===== src/rtl/intt_stage_ctrl.sv =====
// Address sequencer for one Gentleman-Sande INTT layer: issues coefficient/twiddle
// reads for every butterfly pair of a stage and replays the addresses as write-backs.
module intt_stage_ctrl #(
  parameter int LOG_N            = 8,
  parameter int LOG_N_W          = 3,
  parameter int MULRED_PIP_LEVEL = 5
) (
  input  logic               clk,
  input  logic               rst,
  input  logic               i_start,
  input  logic [LOG_N_W-1:0] i_stage,
  output logic               o_busy,
  output logic               o_done,
  output logic               o_rd_en,
  output logic [LOG_N-1:0]   o_rd_addr_u,
  output logic [LOG_N-1:0]   o_rd_addr_v,
  output logic [LOG_N-1:0]   o_tw_addr,
  output logic               o_wr_en,
  output logic [LOG_N-1:0]   o_wr_addr_u,
  output logic [LOG_N-1:0]   o_wr_addr_v,
  output logic [1:0]         o_dbg_state
);

  localparam int BF_LAT = MULRED_PIP_LEVEL + 1;
  localparam int DL     = 1 + BF_LAT;
  localparam int DW     = $clog2(BF_LAT + 1);
  localparam logic [LOG_N-1:0] HALF_N  = LOG_N'(1) << (LOG_N - 1);
  localparam logic [31:0]      LOG_N_U = 32'(LOG_N);

  typedef enum logic [1:0] {IDLE = 2'd0, RUN = 2'd1, DRAIN = 2'd2} state_t;

  state_t             state;
  logic [LOG_N_W-1:0] stage_q;
  logic [LOG_N-1:0]   k_q;
  logic [DW-1:0]      drain_q;

  logic               dl_valid [DL];
  logic [LOG_N-1:0]   dl_u     [DL];
  logic [LOG_N-1:0]   dl_v     [DL];

  logic [LOG_N_W-1:0] addr_s;
  logic [LOG_N-1:0]   addr_k, len, grp, idx, nxt_u, nxt_v, nxt_tw;
  logic               stage_ok;

  // Start handshake: i_start is a one-cycle request with no ready; it is accepted
  // only in IDLE with a legal stage, otherwise it is dropped (never queued).
  assign stage_ok    = 32'(i_stage) < LOG_N_U;
  assign o_dbg_state = state;

  // Pair k of stage s: group = k >> s, index inside group = k & (len-1).
  always_comb begin
    addr_s = (state == IDLE) ? i_stage : stage_q;
    addr_k = (state == IDLE) ? '0 : k_q;
    len    = LOG_N'(1) << addr_s;
    grp    = addr_k >> addr_s;
    idx    = addr_k & (len - LOG_N'(1));
    nxt_u  = ((grp << addr_s) << 1) | idx;
    nxt_v  = nxt_u + len;
    nxt_tw = (HALF_N >> addr_s) + grp;
  end

  // The delay-line head is the write port, so a read at t writes at t+DL.
  assign o_wr_en     = dl_valid[DL-1];
  assign o_wr_addr_u = dl_u[DL-1];
  assign o_wr_addr_v = dl_v[DL-1];

  always_ff @(posedge clk or posedge rst) begin
    if (rst) begin
      state       <= IDLE;
      stage_q     <= '0;
      k_q         <= '0;
      drain_q     <= '0;
      o_busy      <= 1'b0;
      o_done      <= 1'b0;
      o_rd_en     <= 1'b0;
      o_rd_addr_u <= '0;
      o_rd_addr_v <= '0;
      o_tw_addr   <= '0;
      for (int i = 0; i < DL; i++) begin
        dl_valid[i] <= 1'b0;
        dl_u[i]     <= '0;
        dl_v[i]     <= '0;
      end
    end else begin
      o_done      <= 1'b0;
      dl_valid[0] <= o_rd_en;
      dl_u[0]     <= o_rd_addr_u;
      dl_v[0]     <= o_rd_addr_v;
      for (int i = 1; i < DL; i++) begin
        dl_valid[i] <= dl_valid[i-1];
        dl_u[i]     <= dl_u[i-1];
        dl_v[i]     <= dl_v[i-1];
      end
      case (state)
        IDLE: begin
          if (i_start && stage_ok) begin
            state       <= RUN;
            stage_q     <= i_stage;
            k_q         <= LOG_N'(1);
            o_busy      <= 1'b1;
            o_rd_en     <= 1'b1;
            o_rd_addr_u <= nxt_u;
            o_rd_addr_v <= nxt_v;
            o_tw_addr   <= nxt_tw;
          end
        end
        RUN: begin
          if (k_q == HALF_N) begin
            o_rd_en <= 1'b0;
            drain_q <= '0;
            state   <= DRAIN;
          end else begin
            o_rd_addr_u <= nxt_u;
            o_rd_addr_v <= nxt_v;
            o_tw_addr   <= nxt_tw;
            k_q         <= k_q + LOG_N'(1);
          end
        end
        DRAIN: begin
          // Leave once the last pair has reached the delay-line head.
          if (drain_q == DW'(BF_LAT)) begin
            state  <= IDLE;
            k_q    <= '0;
            o_busy <= 1'b0;
            o_done <= 1'b1;
          end else begin
            drain_q <= drain_q + DW'(1);
          end
        end
        default: state <= IDLE;
      endcase
    end
  end

endmodule


===== config.mk =====
export PLATFORM = sky130hd
export DESIGN_NAME = intt_stage_ctrl
export DESIGN_NICKNAME = d
export VERILOG_FILES = /design/src/rtl/intt_stage_ctrl.sv
export SDC_FILE = /design/constraint.sdc
export NUM_CORES = 1
export LEC_CHECK = 0
export CAP_MARGIN = 20
export CORE_MARGIN = 3
export CORE_UTILIZATION = 57
export CTS_CLUSTER_DIAMETER = 60
export DETAILED_ROUTE_END_ITERATION = 16
export PLACE_DENSITY = 0.82
export RECOVER_POWER = 100
export SLEW_MARGIN = 30
export SYNTH_ARGS = -nofsm -noshare
export SYNTH_HDL_FRONTEND = slang
export SYNTH_SLANG_ARGS = --single-unit

===== constraint.sdc =====
create_clock -name clk -period 7.7 [get_ports clk]
set_clock_uncertainty 0.2 [all_clocks]
set_input_delay 1.155 -clock clk [delete_from_list [all_inputs] [get_ports clk]]
set_output_delay 1.155 -clock clk [all_outputs]
set_load 0.03 [all_outputs]

Word level (Yosys, flattened, before mapping)
Index checks and enable logic that the tools add are counted.
{"block": "word_totals", "mem_count": 0, "latchBits": 0, "rom_bits": 0, "out_inout_bits": 46, "ramBits": 0, "in_bits": 6, "word_cells": 92, "reg_bits": 162}
{"block": "op_classes", "bitwise": 2, "reduce_logical": 12, "n_mul": 0, "eq_ne": 9, "n_addsub": 5, "div_mod_pow": 0, "muxes": 29, "n_lt_le_gt_ge": 0, "n_shift": 4}
{"op": "8-bit two-way mux", "n": 10}
{"op": "8-bit case mux with 2 select lines", "n": 3}
{"op": "8-bit case mux with 3 select lines", "n": 1}
{"op": "8-bit adder", "n": 2}
{"op": "3-bit AND reduction", "n": 5}
{"op": "2-bit inequality test (second input constant)", "n": 5}
{"op": "3-bit two-way mux", "n": 3}
{"op": "8-bit by 1-bit adder with 8-bit output (second input constant)", "n": 1}
{"op": "8-bit AND", "n": 1}
{"op": "8-bit == test (second input constant)", "n": 1}
{"op": "8-bit OR", "n": 1}
{"op": "1-bit by 3-bit left shift with 8-bit output (first input constant)", "n": 1}
{"op": "8-bit by 3-bit left shift with 7-bit output", "n": 1}
{"op": "8-bit by 3-bit >> shifter with 8-bit output", "n": 1}
{"op": "8-bit by 3-bit >> shifter with 8-bit output (first input constant)", "n": 1}
{"op": "8-bit by 1-bit subtractor with 8-bit output (second input constant)", "n": 1}
{"op": "2-bit two-way mux", "n": 3}
{"op": "2-bit case mux with 3 select lines", "n": 1}
{"op": "3-bit case mux with 2 select lines", "n": 1}
{"op": "2-bit nonzero test", "n": 3}
{"op": "1-bit two-way mux", "n": 5}
{"op": "1-bit case mux with 2 select lines", "n": 2}
{"op": "4-bit AND reduction", "n": 1}
{"op": "3-bit by 1-bit adder with 3-bit output (second input constant)", "n": 1}
{"op": "6 further kinds", "n": 6}

Depth between registers and ports, before layout
Gate-level depths: netlist of the first run.
{"block": "depth", "ltp_word": 9, "depth_mapped": 18, "ltp_nobuf": 16}

Worst setup path after synthesis of the first run
No wires, ideal clock.
{"block": "synth_timing", "path_type": "input to register", "startpoint": "input i_stage[1]", "endpoint": "register o_rd_addr_v[6]", "path_buffers": 0, "path_slack_ns": 3.821, "t_required_ns": 7.357, "setup_time_ns": 0.143, "cell_stages": 14, "t_arrival_ns": 3.536, "cell_sequence": "nand2b_1 -> a2bb2oi_1 -> nor2_1 -> inv_1 -> ha_1 -> xnor2_1 -> a32o_1 -> ha_1 -> a21o_1 -> a21o_1 -> a21o_1 -> a21oi_1 -> xor2_1 -> o21ai_0"}
{"block": "synth_via", "elab_chain_len": 8, "elab_cells_between_ends": 11, "classes_between": "add/sub: 2; shift: 3; mux: 4; bitwise: 2"}
{"element": "from (decl)", "line": "11", "rtl": "input logic [LOG_N_W-1:0] i_stage,"}
{"element": "3-bit two-way mux *", "line": "52", "rtl": "addr_s = (state == IDLE) ? i_stage : stage_q;"}
{"element": "1-bit by 3-bit left shift with 8-bit output", "line": "54", "rtl": "len = LOG_N'(1) << addr_s;"}
{"element": "8-bit by 1-bit subtractor with 8-bit output", "line": "56", "rtl": "idx = addr_k & (len - LOG_N'(1));"}
{"element": "8-bit AND", "line": "56"}
{"element": "8-bit OR *", "line": "57", "rtl": "nxt_u = ((grp << addr_s) << 1) | idx;"}
{"element": "net nxt_u[2]", "line": "42", "rtl": "logic [LOG_N-1:0] addr_k, len, grp, idx, nxt_u, nxt_v, nxt_tw;"}
{"element": "8-bit adder *", "line": "58", "rtl": "nxt_v = nxt_u + len;"}
{"element": "8-bit two-way mux, on equally long branches", "line": "108, 96"}
{"element": "8-bit case mux with 2 select lines *", "line": "94", "rtl": "case (state)"}
{"element": "to (signal assigned)", "line": "103", "rtl": "o_rd_addr_v <= nxt_v;"}
{"element": "to (signal assigned)", "line": "114", "rtl": "o_rd_addr_v <= nxt_v;"}
{"element": "to (decl)", "line": "16", "rtl": "output logic [LOG_N-1:0] o_rd_addr_v,"}
Mark *: on every way through the listed nets, which the timed path passes. The rest lies on a longest branch. The select of a mux whose other input is x is not followed.
A chain may end at the register's enable or synchronous reset.

Final worst setup path of the first run
{"block": "layout_timing", "startpoint": "register state[0], in the netlist o_dbg_state[0]", "endpoint": "register o_rd_addr_v[6]"}
{"block": "layout_via", "elab_chain_len": 9, "elab_cells_between_ends": 18, "classes_between": "add/sub: 2; eq/ne: 3; shift: 3; mux: 5; bitwise: 2; reduce/logical: 3"}
{"element": "from (decl)", "line": "32", "rtl": "state_t state;"}
{"element": "from (signal assigned)", "line": "69", "rtl": "state <= IDLE;"}
{"element": "from (signal assigned)", "line": "97", "rtl": "state <= RUN;"}
{"element": "from (signal assigned)", "line": "111", "rtl": "state <= DRAIN;"}
{"element": "2-bit logical NOT *", "line": "52, 53"}
{"element": "3-bit two-way mux", "line": "52"}
{"element": "1-bit by 3-bit left shift with 8-bit output", "line": "54"}
{"element": "8-bit by 1-bit subtractor with 8-bit output", "line": "56"}
{"element": "8-bit AND", "line": "56"}
{"element": "8-bit OR *", "line": "57"}
{"element": "net nxt_u[1]", "line": "42"}
{"element": "8-bit adder *", "line": "58"}
{"element": "8-bit two-way mux, on equally long branches", "line": "108, 96"}
{"element": "8-bit case mux with 2 select lines *", "line": "94"}
Marks and branches as above.

==> results of run 1 <==
==> cell usage in the layout, fill, tap and decap left out, drive strengths merged, types with 6 or more instances in the layout <==
cell,count
dfrtp,162
nand2,65
dlygate4sd3,48
o21ai,33
nor2,28
clkbuf,22
inv,22
ha,18
a21oi,16
mux2i,11
xnor2,10
mux2,10
nand3,9
nand2b,9
a21o,6
xor2,6
==> final cells by class <==
class                      count  share of cell area [%]
clock buffer                  20                    6.23
clock inverter                11                    1.63
inverter                      18                   0.941
multi-input combinational    291                    26.3
sequential                   162                    55.4
tap                          136                    2.33
timing repair buffer          54                    7.19
==> worst paths after layout <==
kind,from,endpoint,slack (ps),depth (start not counted)
max,o_dbg_state[0],o_rd_addr_v[6],2500,17
min,dl_u[33],dl_u[25],140,0
max reg2reg,o_dbg_state[0],o_rd_addr_v[6],2500,17
min reg2reg,dl_u[33],dl_u[25],140,0
max in group asynchronous,rst,dl_v[12],3040,3
min in group asynchronous,rst,o_wr_addr_v[0],2150,2
==> logic make-up (layout without fill, tap and decap cells) <==
group,Yosys count,in the layout,share of synthesized area (%)
AND/OR/NAND/NOR,138,138,10.0
other,1,1,0.0599
flip-flops,162,162,64.7
adder cells (fa/ha/maj),20,20,4.24
AO/OA/AOI/OAI,95,95,10.5
multiplexers,21,21,3.68
XOR/XNOR,16,16,2.24
buffers and inverters,51,103,4.52
==> critical path, cell delays in order (launching register included) <==
cell and delay (ps):
dfrtp_1 420, inv_1 110, ha_1 150, clkbuf_1 990, nor2b_1 320, a21o_1 320, nor2_1 330, inv_1 80
ha_1 290, a2bb2oi_1 140, nor2_1 100, fa_1 510, a21o_1 180, a21o_1 200, a21o_1 190, a21oi_1 220
xor2_1 160, o21ai_0 90
==> metal layers <==
| metal | up-vias | global-route usage, % |
|---|---|---|
| met2 | 139 | 42.9 |
| met5 | - | 0 |
| met3 | 40 | 5.57 |
| met1 | 2021 | 30.1 |
| met4 | 0 | 11.0 |
| li1 | 1784 | - |
==> flip-flops by register name, summed over array words and instances (netlist names), 6 cells and up <==
signal / count
dl_valid: 6
o_wr_addr_v: 8
o_rd_addr_u: 8
o_wr_addr_u: 8
dl_v: 48
k_q: 8
dl_u: 48
o_rd_addr_v: 8
o_tw_addr: 8
==> power by group <==
| part | internal, mW | leakage (nW) | switching, mW | total, mW |
|---|---|---|---|---|
| sequential | 1.11 | 2.12 | 0.173 | 1.28 |
| clock | 0.461 | 0.278 | 0.360 | 0.821 |
| combinational | 0.307 | 1.22 | 0.578 | 0.885 |
==> metrics by stage <==
step | worst slack [ps] | area (sq um)
after floorplan | 1970 | 6260
after global placement | 3070 | 6760
after detailed placement | 2940 | 6760
after CTS | 3470 | 7330
after global routing | 2140 | 7310
final | 2500 | 7310
==> impl_metrics.csv, run 1 <==
group,metric,value,unit
cells_and_area,diodes,0,
cells_and_area,fin_cells,692,
global_routing,antenna_found_initial,0,
setup_path,crit_arrival,5340,ps
cells_and_area,filler_cell_count,711,
global_routing,grt_max_degree,99,
setup_path,worst_setup_path_end_kind,"register",
die,die_w,111,um
cells_and_area,multi_input_area,1920,sq um
route,wl_met2,7770,um
hold_path,hold_class,"reg2reg",
timing,period_share,67.5,%
route,avgViaCountPerCell,5.76,
die,initial_core_util,59.6,%
clocking,clk_latency,530,ps
clocking,h-tree-depth,4,
flow_run,max_cap_viol_count,1,
logic_synthesis,avgSynthCellArea,12.4,sq um
cells_and_area,seq_area,4050,sq um
logic_synthesis,async_flop_share,100,%
cells_and_area,layout-drive-gt1-share,9.35,%
power_and_ir_drop,static-leakage-power,3.62,nW
die,core,10500,sq um
timing,fin_setup_tns,0,ps
power_and_ir_drop,vdd_ir_drop_max,279,uV
clocking,numCtsBuffers,17,
route,drt_iter0_markers,399,
logic_synthesis,synth_top_area_share,64.7,%
timing,setup_viol,0,
clocking,clk_pin_slew_worst_paths,70,ps
global_routing,grt-ovfl-total,0,
cells_and_area,fin_nets,570,
global_routing,grt_pass1_wl,23300,um
route,dr.pass1.iters,5,
timing,tightest_slew,4210,ps
route,avgRoutedWirePerCell,21.2,um
power_and_ir_drop,p_total,2.99,mW
placed_design,io_buffers,51,
timing,rsz0062_at_grt,"no",
setup_path,critPathRequiredTime,7840,ps
timing,timing.fmax,0.192,GHz
global_routing,first_global_vias,4253,
clocking,cts_tree,"built",
status,status,"complete, but fails checks",
die,dieArea,12300,sq um
global_routing,track_usage,24.9,%
clocking,cts_setup_buffers,0,
clocking,cts.repair.resized,0,
logic_synthesis,synth-seq-cells,162,
logic_synthesis,netlist_top_cells_count,"162 x dfrtp_1, 65 x nand2_1, 29 x o21ai_0",
clocking,clockBufferDepth,2,
die,ios,52,
placed_design,place_congestion,0.935,
clocking,cts_root_buffer,"clkbuf_8",
route,drt-total-wl,14700,um
logic_synthesis,synth_nets,530,
timing,hold_violations,0,
setup_path,crit_fanout,30,
route,vias,3984,
logic_synthesis,netlist_area,6260,sq um
timing,slew_viol_final,99,
setup_path,startpoint_type,"register",
die,rows,37,
logic_synthesis,synth_warnings,0,
logic_synthesis,ys_types,65,
clocking,clock-sinks,162,
route,top_layer_used,"met4",
timing,period_needed,5200,ps
route,m1WireLength,5780,um
cells_and_area,syn2layout_area_growth,16.8,%
route,wl_met3,602,um
route,ant_nets,0,
logic_synthesis,synthCells,504,
logic_synthesis,ys_seq_area_share,64.7,%
logic_synthesis,ys_top_cells_by_area,"dfrtp_1 65%, nand2_1 3.9%, ha_1 3.6%",
logic_synthesis,synth_most_common_cell,"dfrtp_1",
status,violations,"max-capacitance violations, max-slew violations",
placed_design,hpwl,9410,um
timing,slew_headroom,-183,%
logic_synthesis,synth_flop_cell,"dfrtp_1",
route,drc_errors,0,
logic_synthesis,yosysTopAreaCell,"dfrtp_1",
cells_and_area,utilization,69.6,%
placed_design,dp.cells,661,
die,die_y,111,um
clocking,postCtsHoldBufs,0,
timing,whs,144,ps
power_and_ir_drop,power_density,408,nW/um^2
setup_path,worstSetupPathType,"reg2reg",
logic_synthesis,synth_edf_count,0,
(Power assumes the default switching activity.)
==> run 2: changes to the inputs <==
==> constraint.sdc (replaced) <==
create_clock -name clk -period 5.5 [get_ports clk]
set_clock_uncertainty 0.2 [all_clocks]
set_input_delay 0.825 -clock clk [delete_from_list [all_inputs] [get_ports clk]]
set_output_delay 0.825 -clock clk [all_outputs]
set_load 0.03 [all_outputs]
==> run 2 against run 1 <==
  * Critical endpoint unchanged
  * Critical path depth unchanged
  * Global-route usage down 0.38 points
  * Worst hold slack better by 1.2 ps
  * The flow still finishes with violations (max-capacitance violations, max-slew violations)
  * Register-to-register slack worse by 1700 ps
  * Sequential share of layout area up 0.23 points
  * First-iteration DRC count down 3.3%
  * Final cell count up 0.14%
==> impl_metrics.csv, run 2 (same netlist as run 1, synthesis figures left out) <==
group,metric,value,unit
cells_and_area,diodes,0,
status,violations,"max-capacitance violations, max-slew violations",
setup_path,crit_family,"compound AO/OA/AOI/OAI gates",
flow_run,max_cap_viol_count,1,
route,ant_nets,0,
placed_design,hpwl,9250,um
setup_path,max_stage_delay,640,ps
die,core,10500,sq um
clocking,cts.repair.resized,0,
global_routing,track_usage,24.5,%
route,drt_iter0_markers,386,
die,dieArea,12300,sq um
setup_path,crit_fanout,16,
clocking,clockBufferDepth,2,
clocking,postCtsHoldBufs,0,
timing,tightest_slew,3630,ps
status,status,"complete, but fails checks",
power_and_ir_drop,static-leakage-power,3.61,nW
clocking,clk_pin_slew_worst_paths,70,ps
setup_path,crit_arrival,4910,ps
clocking,cts_setup_buffers,0,
die,rows,37,
clocking,clk_latency,520,ps
route,drt-total-wl,14500,um
placed_design,place_congestion,0.882,
timing,rsz0062_at_grt,"no",
global_routing,grt_pass1_wl,23200,um
setup_path,cpMaxStageDelayCell,"clkbuf_1",
route,vias,3967,
cells_and_area,filler_cell_count,732,
global_routing,first_global_vias,4268,
timing,slew_headroom,-142,%
route,dr.pass1.iters,4,
power_and_ir_drop,p_total,4.11,mW
placed_design,dpl_cell_area,6760,sq um
placed_design,io_buffers,51,
cells_and_area,mostFrequentLayoutCell,"dfrtp_1",
clocking,cts_root_buffer,"clkbuf_8",
die,die_y,111,um
timing,hold_violations,0,
die,ios,52,
die,initial_core_util,59.6,%
cells_and_area,final_cell_mix,"162 x dfrtp_1, 65 x nand2_1, 47 x dlygate4sd3_1",
timing,fin_setup_tns,0,ps
setup_path,worst_setup_path_end_kind,"register",
global_routing,grt-ovfl-total,0,
clocking,numCtsBuffers,17,
global_routing,antenna_found_initial,0,
timing,period_share,85.7,%
setup_path,path_buf_inv,4,
global_routing,grt_max_degree,101,
timing,slew_viol_final,101,
setup_path,startpoint_type,"register",
clocking,clock-sinks,162,
setup_path,critPathRequiredTime,5700,ps
clocking,h-tree-depth,4,
power_and_ir_drop,power_density,565,nW/um^2
route,drc_errors,0,
power_and_ir_drop,vdd_ir_drop_max,349,uV
timing,setup_viol,0,
die,die_w,111,um
cells_and_area,fin_nets,571,
cells_and_area,syn2layout_area_growth,16.3,%
timing,period_needed,4710,ps
setup_path,worstSetupPathType,"reg2reg",
hold_path,hold_class,"reg2reg",
timing,timing.fmax,0.212,GHz
cells_and_area,final_design_area_no_fill,7280,sq um
clocking,cts_tree,"built",
route,avgViaCountPerCell,5.72,
setup_path,worstPathCellList,"inv_1 -> ha_1 -> clkbuf_1 -> inv_2 -> a2bb2oi_1 -> nor2_1 -> inv_1 -> ha_1 -> xnor2_1 -> a32o_1 -> ha_1 -> a21o_1 -> a21o_1 -> a21o_1 -> a21oi_1 -> xor2_1 -> o21ai_0",
cells_and_area,reg_top3,"dl_u (48), dl_v (48)",
route,avgRoutedWirePerCell,20.9,um
cells_and_area,layout-drive-gt1-share,9.16,%
## run 2: layout make-up
cell class / instances / area (sq um) / share of cell area (%)
inverters: 18 / 67.6 / 0.928
flip-flops and latches: 162 / 4050 / 55.7
well taps: 136 / 170 / 2.34
multi-input cells: 291 / 1910 / 26.2
clock inverters: 12 / 103 / 1.41
repair buffers: 55 / 537 / 7.37
clock buffers: 19 / 442 / 6.06
## run 2: routing by layer
| metal | global-route usage (%) | wire, um | vias up |
|---|---|---|---|
| li1 | - | - | 1793 |
| met4 | 8.13 | 300 | 0 |
| met1 | 29.6 | 5930 | 2029 |
| met5 | 0 | 0 | - |
| met2 | 43.8 | 7700 | 122 |
| met3 | 5.29 | 561 | 23 |
## run 2: report_power, final
group / internal, mW / total (mW) / leakage [nW] / switching [mW]
Combinational: 0.428 / 1.24 / 1.23 / 0.809
Sequential: 1.55 / 1.79 / 2.12 / 0.244
Clock: 0.586 / 1.08 / 0.257 / 0.499
## run 2: path summary, 6_finish.rpt
check	slack, ps	start	depth (start not counted)	end
min reg2reg	150	dl_u[53]	0	dl_u[45]
min in group asynchronous	1910	rst	2	o_wr_addr_u[0]
min	150	dl_u[53]	0	dl_u[45]
max	790	o_dbg_state[0]	17	o_rd_addr_v[6]
max in group asynchronous	1140	rst	2	dl_v[45]
max reg2reg	790	o_dbg_state[0]	17	o_rd_addr_v[6]
## run 2: through the flow
stage | cells | hold WS (ps) | util (%) | setup slack (ps)
6_report | 693 | 146 | 69.3 | 786
5_1_grt | 693 | 152 | 69.3 | 438
4_1_cts | 693 | 147 | 69.5 | 1220
3_5_place_dp | 662 | 135 | 64.4 | 1150
3_3_place_gp | 662 | 131 | 64.4 | 1230
2_1_floorplan | 504 | 131 | - | 98.4
## run 2: worst register-to-register path: stages, from the launching register on
cell       delay, ps
dfrtp_1          420
inv_1            100
ha_1             570
clkbuf_1         650
inv_2            260
a2bb2oi_1        270
nor2_1           140
inv_1             80
ha_1             230
xnor2_1          100
a32o_1           280
ha_1             330
a21o_1           190
a21o_1           190
a21o_1           180
a21oi_1          170
xor2_1           150
o21ai_0           80
